### config.mk
export PLATFORM = sky130hd
export DESIGN_NAME = pipe_skid_stage_flat
export DESIGN_NICKNAME = d
export VERILOG_FILES = /design/src/rtl/pipe_skid_stage_if.sv /design/src/rtl/pipe_skid_stage.sv /design/src/flat_wrapper.sv
export SDC_FILE = /design/constraint.sdc
export NUM_CORES = 1
export LEC_CHECK = 0
export ABC_AREA = 1
export ABC_CLOCK_PERIOD_IN_PS = 2300
export CORE_ASPECT_RATIO = 2
export CORE_MARGIN = 10
export CORE_UTILIZATION = 55
export DETAILED_ROUTE_END_ITERATION = 8
export DONT_BUFFER_PORTS = 1
export HOLD_SLACK_MARGIN = 0.1
export PLACE_DENSITY = 0.73
export SLEW_MARGIN = 10
export SYNTH_ARGS = -nofsm -noshare
export SYNTH_HDL_FRONTEND = slang
export SYNTH_SLANG_ARGS = --single-unit
### constraint.sdc
create_clock -name clk -period 2.3 [get_ports clk]
set_input_delay 0.345 -clock clk [delete_from_list [all_inputs] [get_ports clk]]
set_output_delay 0.345 -clock clk [all_outputs]
set_load 0.03 [all_outputs]
### src/rtl/pipe_skid_stage_if.sv
`default_nettype none
//------------------------------------------------------------------------------
// Module   : pipe_skid_stage_if
// Brief    : Upstream/downstream handshake bundle for one pipeline stage.
// Revision : 1.0 - initial release
//------------------------------------------------------------------------------
interface pipe_skid_stage_if #(
    parameter int DATA_W = 32
);
    logic              flush;
    logic              in_valid;
    logic              in_ready;
    logic [DATA_W-1:0] in_data;
    logic              out_valid;
    logic              out_ready;
    logic [DATA_W-1:0] out_data;

    // The stage itself
    modport slave (
        input  flush,
        input  in_valid,
        output in_ready,
        input  in_data,
        output out_valid,
        input  out_ready,
        output out_data
    );

    // The surrounding pipeline (producer, consumer and flush control)
    modport master (
        output flush,
        output in_valid,
        input  in_ready,
        output in_data,
        input  out_valid,
        output out_ready,
        input  out_data
    );
endinterface
`default_nettype wire

### src/rtl/pipe_skid_stage.sv
`default_nettype none
//------------------------------------------------------------------------------
// Module   : pipe_skid_stage
// Brief    : Generic pipeline stage register with two-entry skid and flush.
// Revision : 1.0 - initial release
//------------------------------------------------------------------------------
module pipe_skid_stage #(
    parameter int DATA_W     = 32,
    parameter bit FLUSH_ZERO = 1'b1
) (
    input  wire logic          clk,
    input  wire logic          rst_n,
    pipe_skid_stage_if.slave   bus
);
    typedef enum logic [1:0] {
        EMPTY = 2'd0,
        BUSY  = 2'd1,
        FULL  = 2'd2
    } state_t;

    state_t            r_state;
    logic [DATA_W-1:0] r_main;
    logic [DATA_W-1:0] r_skid;
    logic              r_out_valid;
    logic              r_in_ready;
    logic              w_in_fire;
    logic              w_out_fire;

    assign w_in_fire  = bus.in_valid & r_in_ready;
    assign w_out_fire = r_out_valid & bus.out_ready;

    assign bus.in_ready  = r_in_ready;
    assign bus.out_valid = r_out_valid;
    assign bus.out_data  = r_main;

    // Handshake outputs are registered alongside the state so that no ready
    // path runs combinationally from downstream to upstream.
    always_ff @(posedge clk) begin
        if (!rst_n) begin
            r_state     <= EMPTY;
            r_main      <= '0;
            r_skid      <= '0;
            r_out_valid <= 1'b0;
            r_in_ready  <= 1'b1;
        end else if (bus.flush) begin
            r_state     <= EMPTY;
            r_out_valid <= 1'b0;
            r_in_ready  <= 1'b1;
            if (FLUSH_ZERO) begin
                r_main <= '0;
                r_skid <= '0;
            end
        end else begin
            case (r_state)
                EMPTY: begin
                    if (w_in_fire) begin
                        r_main      <= bus.in_data;
                        r_state     <= BUSY;
                        r_out_valid <= 1'b1;
                    end
                end
                BUSY: begin
                    if (w_in_fire && w_out_fire) begin
                        r_main <= bus.in_data;
                    end else if (w_in_fire) begin
                        r_skid     <= bus.in_data;
                        r_state    <= FULL;
                        r_in_ready <= 1'b0;
                    end else if (w_out_fire) begin
                        r_state     <= EMPTY;
                        r_out_valid <= 1'b0;
                    end
                end
                FULL: begin
                    // in_ready is low here, so only a drain can happen.
                    if (w_out_fire) begin
                        r_main     <= r_skid;
                        r_state    <= BUSY;
                        r_in_ready <= 1'b1;
                    end
                end
                default: begin
                    r_state     <= EMPTY;
                    r_out_valid <= 1'b0;
                    r_in_ready  <= 1'b1;
                end
            endcase
        end
    end
endmodule
`default_nettype wire

### src/flat_wrapper.sv
// flat-port wrapper written by rule: the top's interface ports become plain ports
module pipe_skid_stage_flat 
#(
    parameter int DATA_W     = 32,
    parameter bit FLUSH_ZERO = 1'b1
)
  (clk, rst_n, bus_flush, bus_in_valid, bus_in_ready, bus_in_data, bus_out_valid, bus_out_ready, bus_out_data);
  pipe_skid_stage_if #(.DATA_W(DATA_W)) bus_i ();
  input  wire logic clk;
  input  wire logic rst_n;
  input wire logic [$bits(bus_i.flush)-1:0] bus_flush;
  input wire logic [$bits(bus_i.in_valid)-1:0] bus_in_valid;
  output wire logic [$bits(bus_i.in_ready)-1:0] bus_in_ready;
  input wire logic [$bits(bus_i.in_data)-1:0] bus_in_data;
  output wire logic [$bits(bus_i.out_valid)-1:0] bus_out_valid;
  input wire logic [$bits(bus_i.out_ready)-1:0] bus_out_ready;
  output wire logic [$bits(bus_i.out_data)-1:0] bus_out_data;
  assign bus_i.flush = bus_flush;
  assign bus_i.in_valid = bus_in_valid;
  assign bus_in_ready = bus_i.in_ready;
  assign bus_i.in_data = bus_in_data;
  assign bus_out_valid = bus_i.out_valid;
  assign bus_i.out_ready = bus_out_ready;
  assign bus_out_data = bus_i.out_data;
  pipe_skid_stage #(.DATA_W(DATA_W), .FLUSH_ZERO(FLUSH_ZERO)) u_core (.clk(clk), .rst_n(rst_n), .bus(bus_i));
endmodule
; ---- Word level (Yosys, flattened, before mapping)
; Index checks and enable logic that the tools add are counted.
[totals]
word_cells = 49
mem_bits_rw = 0
rom_bits = 0
reg_bits = 68
latch_bits = 0
mem_count = 0
[op_classes]
multipliers = 0
n_shift = 0
n_lt_le_gt_ge = 0
bitwise = 6
n_div = 0
eq_ne = 10
mux = 19
n_addsub = 0
n_reduce_logical = 9
[op_table]
columns = op, n
row1 = $mux 32, 3
row2 = $pmux 32 s3, 1
row3 = $reduce_and 4->1, 3
row4 = $mux 2, 5
row5 = $ne 2x1->1 const B, 5
row6 = $mux 1, 7
row7 = $pmux 1 s3, 2
row8 = $pmux 2 s3, 1
row9 = $reduce_and 5->1, 1
row10 = $ne 2x2->1 const B, 2
row11 = $not 1->1, 4
row12 = $ne 3x1->1 const B, 1
row13 = $reduce_and 3->1, 1
row14 = $reduce_bool 3->1, 1
row15 = $and 1x1->1, 2
row16 = $eq 2x1->1 const B, 1
row17 = $eq 2x2->1 const B, 1
row18 = $logic_not 2->1, 1
row19 = $reduce_or 2->1, 1
row20 = $logic_and 1x1->1, 1

; ---- Logic depth before layout (Yosys ltp)
; Gate-level depths: netlist of run 1.
[logic_depth]
ltp_word = 5
mapped_depth = 10
mapped_depth_nobuf = 8

; ---- Worst setup path after synthesis of run 1
; Ideal clock, no wire load.
[synth_path]
path_kind = flip-flop to flip-flop
startpoint = register u_core.r_out_valid (netlist: u_core.bus.out_valid)
endpoint = register u_core.r_main[13] (netlist: u_core.bus.out_data[13])
n_path_buf = 2
synth_period_minus_slack_ns = 1.440
stages_incl_launch_ff = 10
arrival_time_ns = 1.327
slack_ns = 0.860
path_cell_list = dfxtp_1 nand2_2 inv_1 nand2_1 nand2_1 nand2_1 buf_6 buf_4 nor2_1 nor2_1
[synth_between]
elab_chain_cells = 4
elab_cells_between_ends = 5
cone_classes = eq/ne: 2 / bitwise: 1 / reduce/logical: 2
[synth_lines]
columns = item, line_no
row1 = start: declaration, pipe_skid_stage.sv:24  ; logic r_out_valid;
row2 = start signal: assignment, pipe_skid_stage.sv:43  ; r_out_valid <= 1'b0;
row3 = start signal: assignment, pipe_skid_stage.sv:47  ; r_out_valid <= 1'b0;
row4 = start signal: assignment, pipe_skid_stage.sv:59  ; r_out_valid <= 1'b1;
row5 = $and 1x1->1 (*), pipe_skid_stage.sv:30  ; assign w_out_fire = r_out_valid & bus.out_ready;
row6 = $logic_and 1x1->1, pipe_skid_stage.sv:63  ; if (w_in_fire && w_out_fire) begin
row7 = $ne 2x1->1 (no source line), n/a
row8 = $reduce_and 4->1 (no source line) (*), n/a
row9 = end signal: assignment, pipe_skid_stage.sv:57  ; r_main <= bus.in_data;
row10 = end signal: assignment, pipe_skid_stage.sv:64  ; r_main <= bus.in_data;
row11 = end signal: assignment, pipe_skid_stage.sv:77  ; r_main <= r_skid;
row12 = end: declaration, pipe_skid_stage.sv:22  ; logic [DATA_W-1:0] r_main;
; Every way passes the cells marked *; elsewhere a longest branch is shown, timed or not.
; A chain may end at the register's enable or synchronous reset.

; ---- Final worst setup path of run 1
[layout_path]
startpoint = register u_core.r_out_valid (netlist: u_core.bus.out_valid)
endpoint = register u_core.r_main[8] (netlist: u_core.bus.out_data[8])
; The elaborated chain is that of the path after synthesis.

==> results.json, run 1 <==
{
  "synthTopCellsByArea": "dfxtp_1, nand2_1, nand3_1",
  "status": "finished clean",
  "wirelength_mm": 7.60,
  "chipHeight_um": 126,
  "post_cts_buffers": 0,
  "crit_required_ps": 2540,
  "drive_above_1_share_pct": 5.29,
  "hold_viol": 0,
  "htree_levels": 3,
  "fin_crit_sh_pct": 79.6,
  "r2r_cells": 8,
  "period_needed_ps": 1830,
  "wire_per_inst_um": 14.3,
  "yosys.area.top_type_share_pct": 43.7,
  "utilization_pct": 59.2,
  "cts_root_buffer": "clkbuf_8",
  "multi_input_area_um2": 1450,
  "drc": 0,
  "numPortBuffers": 0,
  "synth-seq-cells": 68,
  "ir_drop_mv": 0.587,
  "max-slew-margin-rel_pct": 72.6,
  "clk_pin_slew_ps": 70,
  "setup_tns_ps": 0,
  "ys_types": 18,
  "maxCapViolCount": 0,
  "core_um2": 5470,
  "io_pins": 71,
  "ys_seq_area_share_pct": 43.7,
  "crit_slowest_cell": "dfxtp_1",
  "max_freq_mhz": 546,
  "dp_hpwl_mm": 5.07,
  "clk_latency_ps": 340,
  "cts_resized": 0,
  "grt_pass1_vias": 2571,
  "start_kind": "flop",
  "finClkSkew_ps": 5.17,
  "maxSlewViolCount": 0,
  "final_cell_mix": "nand2_1, dfxtp_1, nand3_1, nor2_1",
  "cts_tree": "done",
  "crit_type": "reg -> reg",
  "ys_warn_count": 0,
  "powerDensity_nw_per_um2": 707,
  "grt_overflow": 0,
  "numCtsBuffers": 9,
  "arrival_ps": 2070,
  "fill_cells": 545,
  "detail-route-antenna-nets": 0,
  "place_congestion": 0.802,
  "final_nets": 508,
  "crit_end": "u_core.bus.out_data[8]",
  "synth_area_leader_cell": "dfxtp_1",
  "hold_depth": 2,
  "hold_path.class": "in -> reg",
  "r2r_end": "u_core.bus.out_data[8]",
  "grt_antenna_before_repair": 0,
  "holdBufCountCts": 0,
  "via_count": 2786,
  "synthCells": 482,
  "grt_pass1_wl_mm": 12.7,
  "dr.pass1.iters": 4,
  "clock_path_buffers": 2,
  "viasPerCell": 5.23,
  "reg2reg_slack_ps": 470,
  "cp-startpoint": "u_core.bus.out_valid",
  "ff_latch_area_um2": 1360,
  "setup_viol": 0,
  "grt_start_max_net_pins": 38,
  "avgSynthCellArea_um2": 6.46,
  "stdcell_area_um2": 3240,
  "die_w_um": 73.2,
  "r2r_start": "u_core.bus.out_valid",
  "antenna_cells": 0,
  "syn_area_um2": 3110,
  "end_kind": "flop",
  "max_stage_delay_ps": 540,
  "cp_cell_sequence": "nand2_2 > inv_1 > nand2_1 > nand2_1 > nand2_2 > buf_4 > nor2_1 > nor2_1",
  "fp-row-count": 38,
  "syn_to_final_growth_pct": 4.06,
  "rsz0062_at_grt": "no",
  "worst_pin_slew_ps": 411,
  "dieArea_um2": 9250,
  "start_util_pct": 56.9,
  "synthesis.nets": 519,
  "crit_fanout": 37,
  "grt_usage_pct": 16.8,
  "leakage_uw": 0.00142,
  "dpl_cell_area_um2": 3100,
  "drtIter0Drc": 199,
  "clock_sinks": 68,
  "final_common_cell": "nand2_1"
}
## synthesized netlist by cell type
cell and count:
nand2_1 172, dfxtp_1 68, nand3_1 65, nor2_1 65, a21oi_1 34, inv_1 34, clkbuf_1 15, buf_2 10
buf_4 4, buf_6 3, o21ai_0 3, inv_2 2, nand4_1 2, clkinv_1 1, nand2_2 1, nor2_2 1
nor2_4 1, nor3_1 1
## metrics by stage
stage | hold slack, ps | setup slack [ps] | total power, uW | instances
finish | 159 | 470 | 2290 | 533
detailed placement | 452 | 477 | 1530 | 520
CTS | 152 | 450 | 2310 | 533
floorplan | 440 | 860 | 1500 | 482
global route | 147 | 288 | 2400 | 533
global placement | 447 | 542 | 1530 | 520
## layer usage
metal	track usage (%)	wire length, um	vias up
met5	0	0	-
met4	7.64	205	0
met3	7.49	806	13
met2	26.2	3770	94
met1	18.8	2820	1211
li1	-	-	1468
## worst min path at each step
stage / startpoint / endpoint / slack [ps]
6_report: bus_in_data[31] / u_core.r_skid[31] / 160
4_1_cts: bus_in_data[13] / u_core.r_skid[13] / 150
2_1_floorplan: u_core.r_skid[0] / u_core.r_skid[0] / 440
3_5_place_dp: u_core.r_skid[26] / u_core.r_skid[26] / 450
5_1_grt: bus_in_data[2] / u_core.r_skid[2] / 150
3_3_place_gp: u_core.r_skid[2] / u_core.r_skid[2] / 450
## sequential cells by signal, indices dropped and copies added (netlist names)
| register | cells |
|---|---|
| u_core.bus.out_valid | 1 |
| u_core.r_state | 2 |
| u_core.bus.out_data | 32 |
| u_core.r_skid | 32 |
| u_core.bus.in_ready | 1 |
## layout make-up
type	count	area share (%)
Multi-Input combinational cell	345	44.7
Sequential cell	68	42.0
Clock buffer	13	4.29
Inverter	37	4.29
Timing Repair Buffer	10	2.32
Tap cell	60	2.32
## cells by family (layout without fill, tap and decap cells)
group / after synthesis / in the layout / synth area share (%)
buffers and inverters: 69 / 60 / 9.93
AO/OA/AOI/OAI: 37 / 37 / 5.95
AND/OR/NAND/NOR: 308 / 308 / 40.4
flip-flops: 68 / 68 / 43.7
## worst max-delay path: cells and delay by family (launching register included)
| family | cells | cell delay [ps] |
|---|---|---|
| buffers and inverters | 2 | 430 |
| flip-flops | 1 | 540 |
| AND/OR/NAND/NOR | 6 | 740 |
## where the power goes
group / switching (uW) / leakage [uW] / internal (uW)
sequential: 81.6 / 0.000552 / 1210
combinational: 144 / 0.000796 / 67.7
clock: 408 / 0.0000694 / 375
Note: power is estimated with default switching activity, not from simulation.
==> run 2: changes to the inputs <==
- ABC_CLOCK_PERIOD_IN_PS: 2300 -> 1600
- PLACE_DENSITY: 0.73 -> 0.76
- clock period: 2.3 -> 1.6 ns (I/O delays scaled with it)
==> run 2 against run 1 <==
Combinational power increased by 92%; fmax increased by 34%; global-route usage increased by 2.3 points; sequential cell count unchanged; critical endpoint is now u_core.bus.out_data[11]; via count increased by 11%; total power increased by 68%.
==> results.json, run 2 (synthesis results as in run 1) <==
{
  "hold_viol": 0,
  "crit_slowest_cell": "dfxtp_1",
  "final_common_cell": "nand2_1",
  "stdcell_count": 577,
  "viasPerCell": 5.38,
  "die_w_um": 73.2,
  "max_stage_delay_ps": 420,
  "dp_slack_ps": 280,
  "timing.hold.ws_ps": 110,
  "drc": 0,
  "syn_to_final_growth_pct": 19.8,
  "period_needed_ps": 1370,
  "cts_tree": "done",
  "worst_pin_slew_ps": 374,
  "setup_slack_ps": 231,
  "multi_input_area_um2": 1440,
  "clock_sinks": 68,
  "place_congestion": 0.857,
  "detail-route-antenna-nets": 0,
  "setup_tns_ps": 0,
  "grt_antenna_before_repair": 0,
  "start_kind": "flop",
  "crit_top_cell": "nand2_1",
  "clk_latency_ps": 360,
  "core_um2": 5470,
  "maxSlewViolCount": 0,
  "maxCapViolCount": 0,
  "critPathBufInv": 2,
  "grt_usage_pct": 19.0,
  "post_cts_buffers": 0,
  "status": "finished clean",
  "fp-row-count": 38,
  "chipHeight_um": 126,
  "cts_root_buffer": "clkbuf_8",
  "end_kind": "flop",
  "r2r_cells": 8,
  "via_count": 3103,
  "path_depth": 8,
  "crit_type": "reg -> reg",
  "wire_per_inst_um": 15.2,
  "numCtsBuffers": 9,
  "io_pins": 71,
  "max-slew-margin-rel_pct": 75.0,
  "grt_overflow": 0,
  "arrival_ps": 1630,
  "rsz0062_at_grt": "no",
  "clk_pin_slew_ps": 70,
  "leakage_uw": 0.00165,
  "dp_hpwl_mm": 5.30,
  "path_delay_family": "simple AND/OR/NAND/NOR gates",
  "htree_levels": 3,
  "dr.pass1.iters": 5,
  "placed_cells_incl_taps": 527,
  "drtIter0Drc": 338,
  "powerDensity_nw_per_um2": 1030,
  "setup_viol": 0,
  "final_cell_mix": "nand2_1, dfxtp_1, nand3_1, nor2_1",
  "grt_pass1_vias": 2894,
  "fill_cells": 472,
  "ir_drop_mv": 1.18,
  "finClkSkew_ps": 7.81,
  "utilization_pct": 68.2,
  "dieArea_um2": 9250,
  "grt_pass1_wl_mm": 14.2,
  "wirelength_mm": 8.76,
  "hold_depth": 3,
  "cp_cell_sequence": "inv_2 > nand2_1 > nand2_1 > nand2_2 > buf_4 > nand2_1 > nand2_1 > nor2_1",
  "crit_required_ps": 1860,
  "final_nets": 549,
  "max_freq_mhz": 731,
  "drive_above_1_share_pct": 7.35,
  "grt_start_max_net_pins": 41,
  "fin_crit_sh_pct": 85.5,
  "crit_fanout": 25,
  "clock_path_buffers": 2,
  "start_util_pct": 56.9,
  "numPortBuffers": 0,
  "antenna_cells": 0,
  "ff_latch_area_um2": 1360,
  "hold_path.class": "in -> reg"
}
-- run 2: changes by cell type in the layout (fill, tap and decap cells not counted), sizes merged --
cell / previous run / this run
clkbuf: 13 / 11
clkinv: 1 / 4
dlygate4sd3: 0 / 34
buf: 10 / 17
bufinv: 0 / 2
-- run 2: what timing repair did --
action | in CTS | in global routing
setup endpoints to repair | 0 | 0
resized for setup | 0 | 0
hold endpoints to repair | 33 | 0
hold buffers | 34 | 0
-- run 2: area by class of cell --
type	instances	area share, %
repair buffers	51	13.2
inverters	37	3.72
flip-flops and latches	68	36.5
clock inverters	5	2.01
multi-input cells	345	38.7
clock buffers	11	3.79
well taps	60	2.01
-- run 2: layer usage --
layer	track usage, %	share of wire (%)	up-vias	routed length [um]
li1	-	-	1556	-
met1	21.9	38	1402	3300
met2	30.7	51	125	4490
met3	6.64	8.6	20	757
met4	8.09	2.5	0	219
met5	0	0	-	0
-- run 2: where the power goes --
| group | internal [uW] | switching (uW) |
|---|---|---|
| logic | 166 | 242 |
| clock network | 912 | 669 |
| registers | 1740 | 113 |
| total | 2820 | 1020 |
-- run 2: worst paths after layout --
| kind | from | to | slack (ps) |
|---|---|---|---|
| hold / removal | bus_out_ready | u_core.r_state[1] | 110 |
| setup reg to reg | u_core.r_state[0] | u_core.bus.out_data[11] | 230 |
| hold reg to reg | u_core.r_skid[4] | u_core.r_skid[4] | 460 |
| setup / recovery | u_core.r_state[0] | u_core.bus.out_data[11] | 230 |
-- run 2: through the flow --
step                      power (uW)  area [um^2]
after floorplan                 2160         3110
after global placement          2220         3170
after detailed placement        2220         3170
after CTS                       3860         3730
after global routing            3990         3730
final                           3840         3730
-- run 2: tightest hold or removal path: stages --
cell and delay [ps]:
nand2_2 50, inv_1 80, nor3_1 60
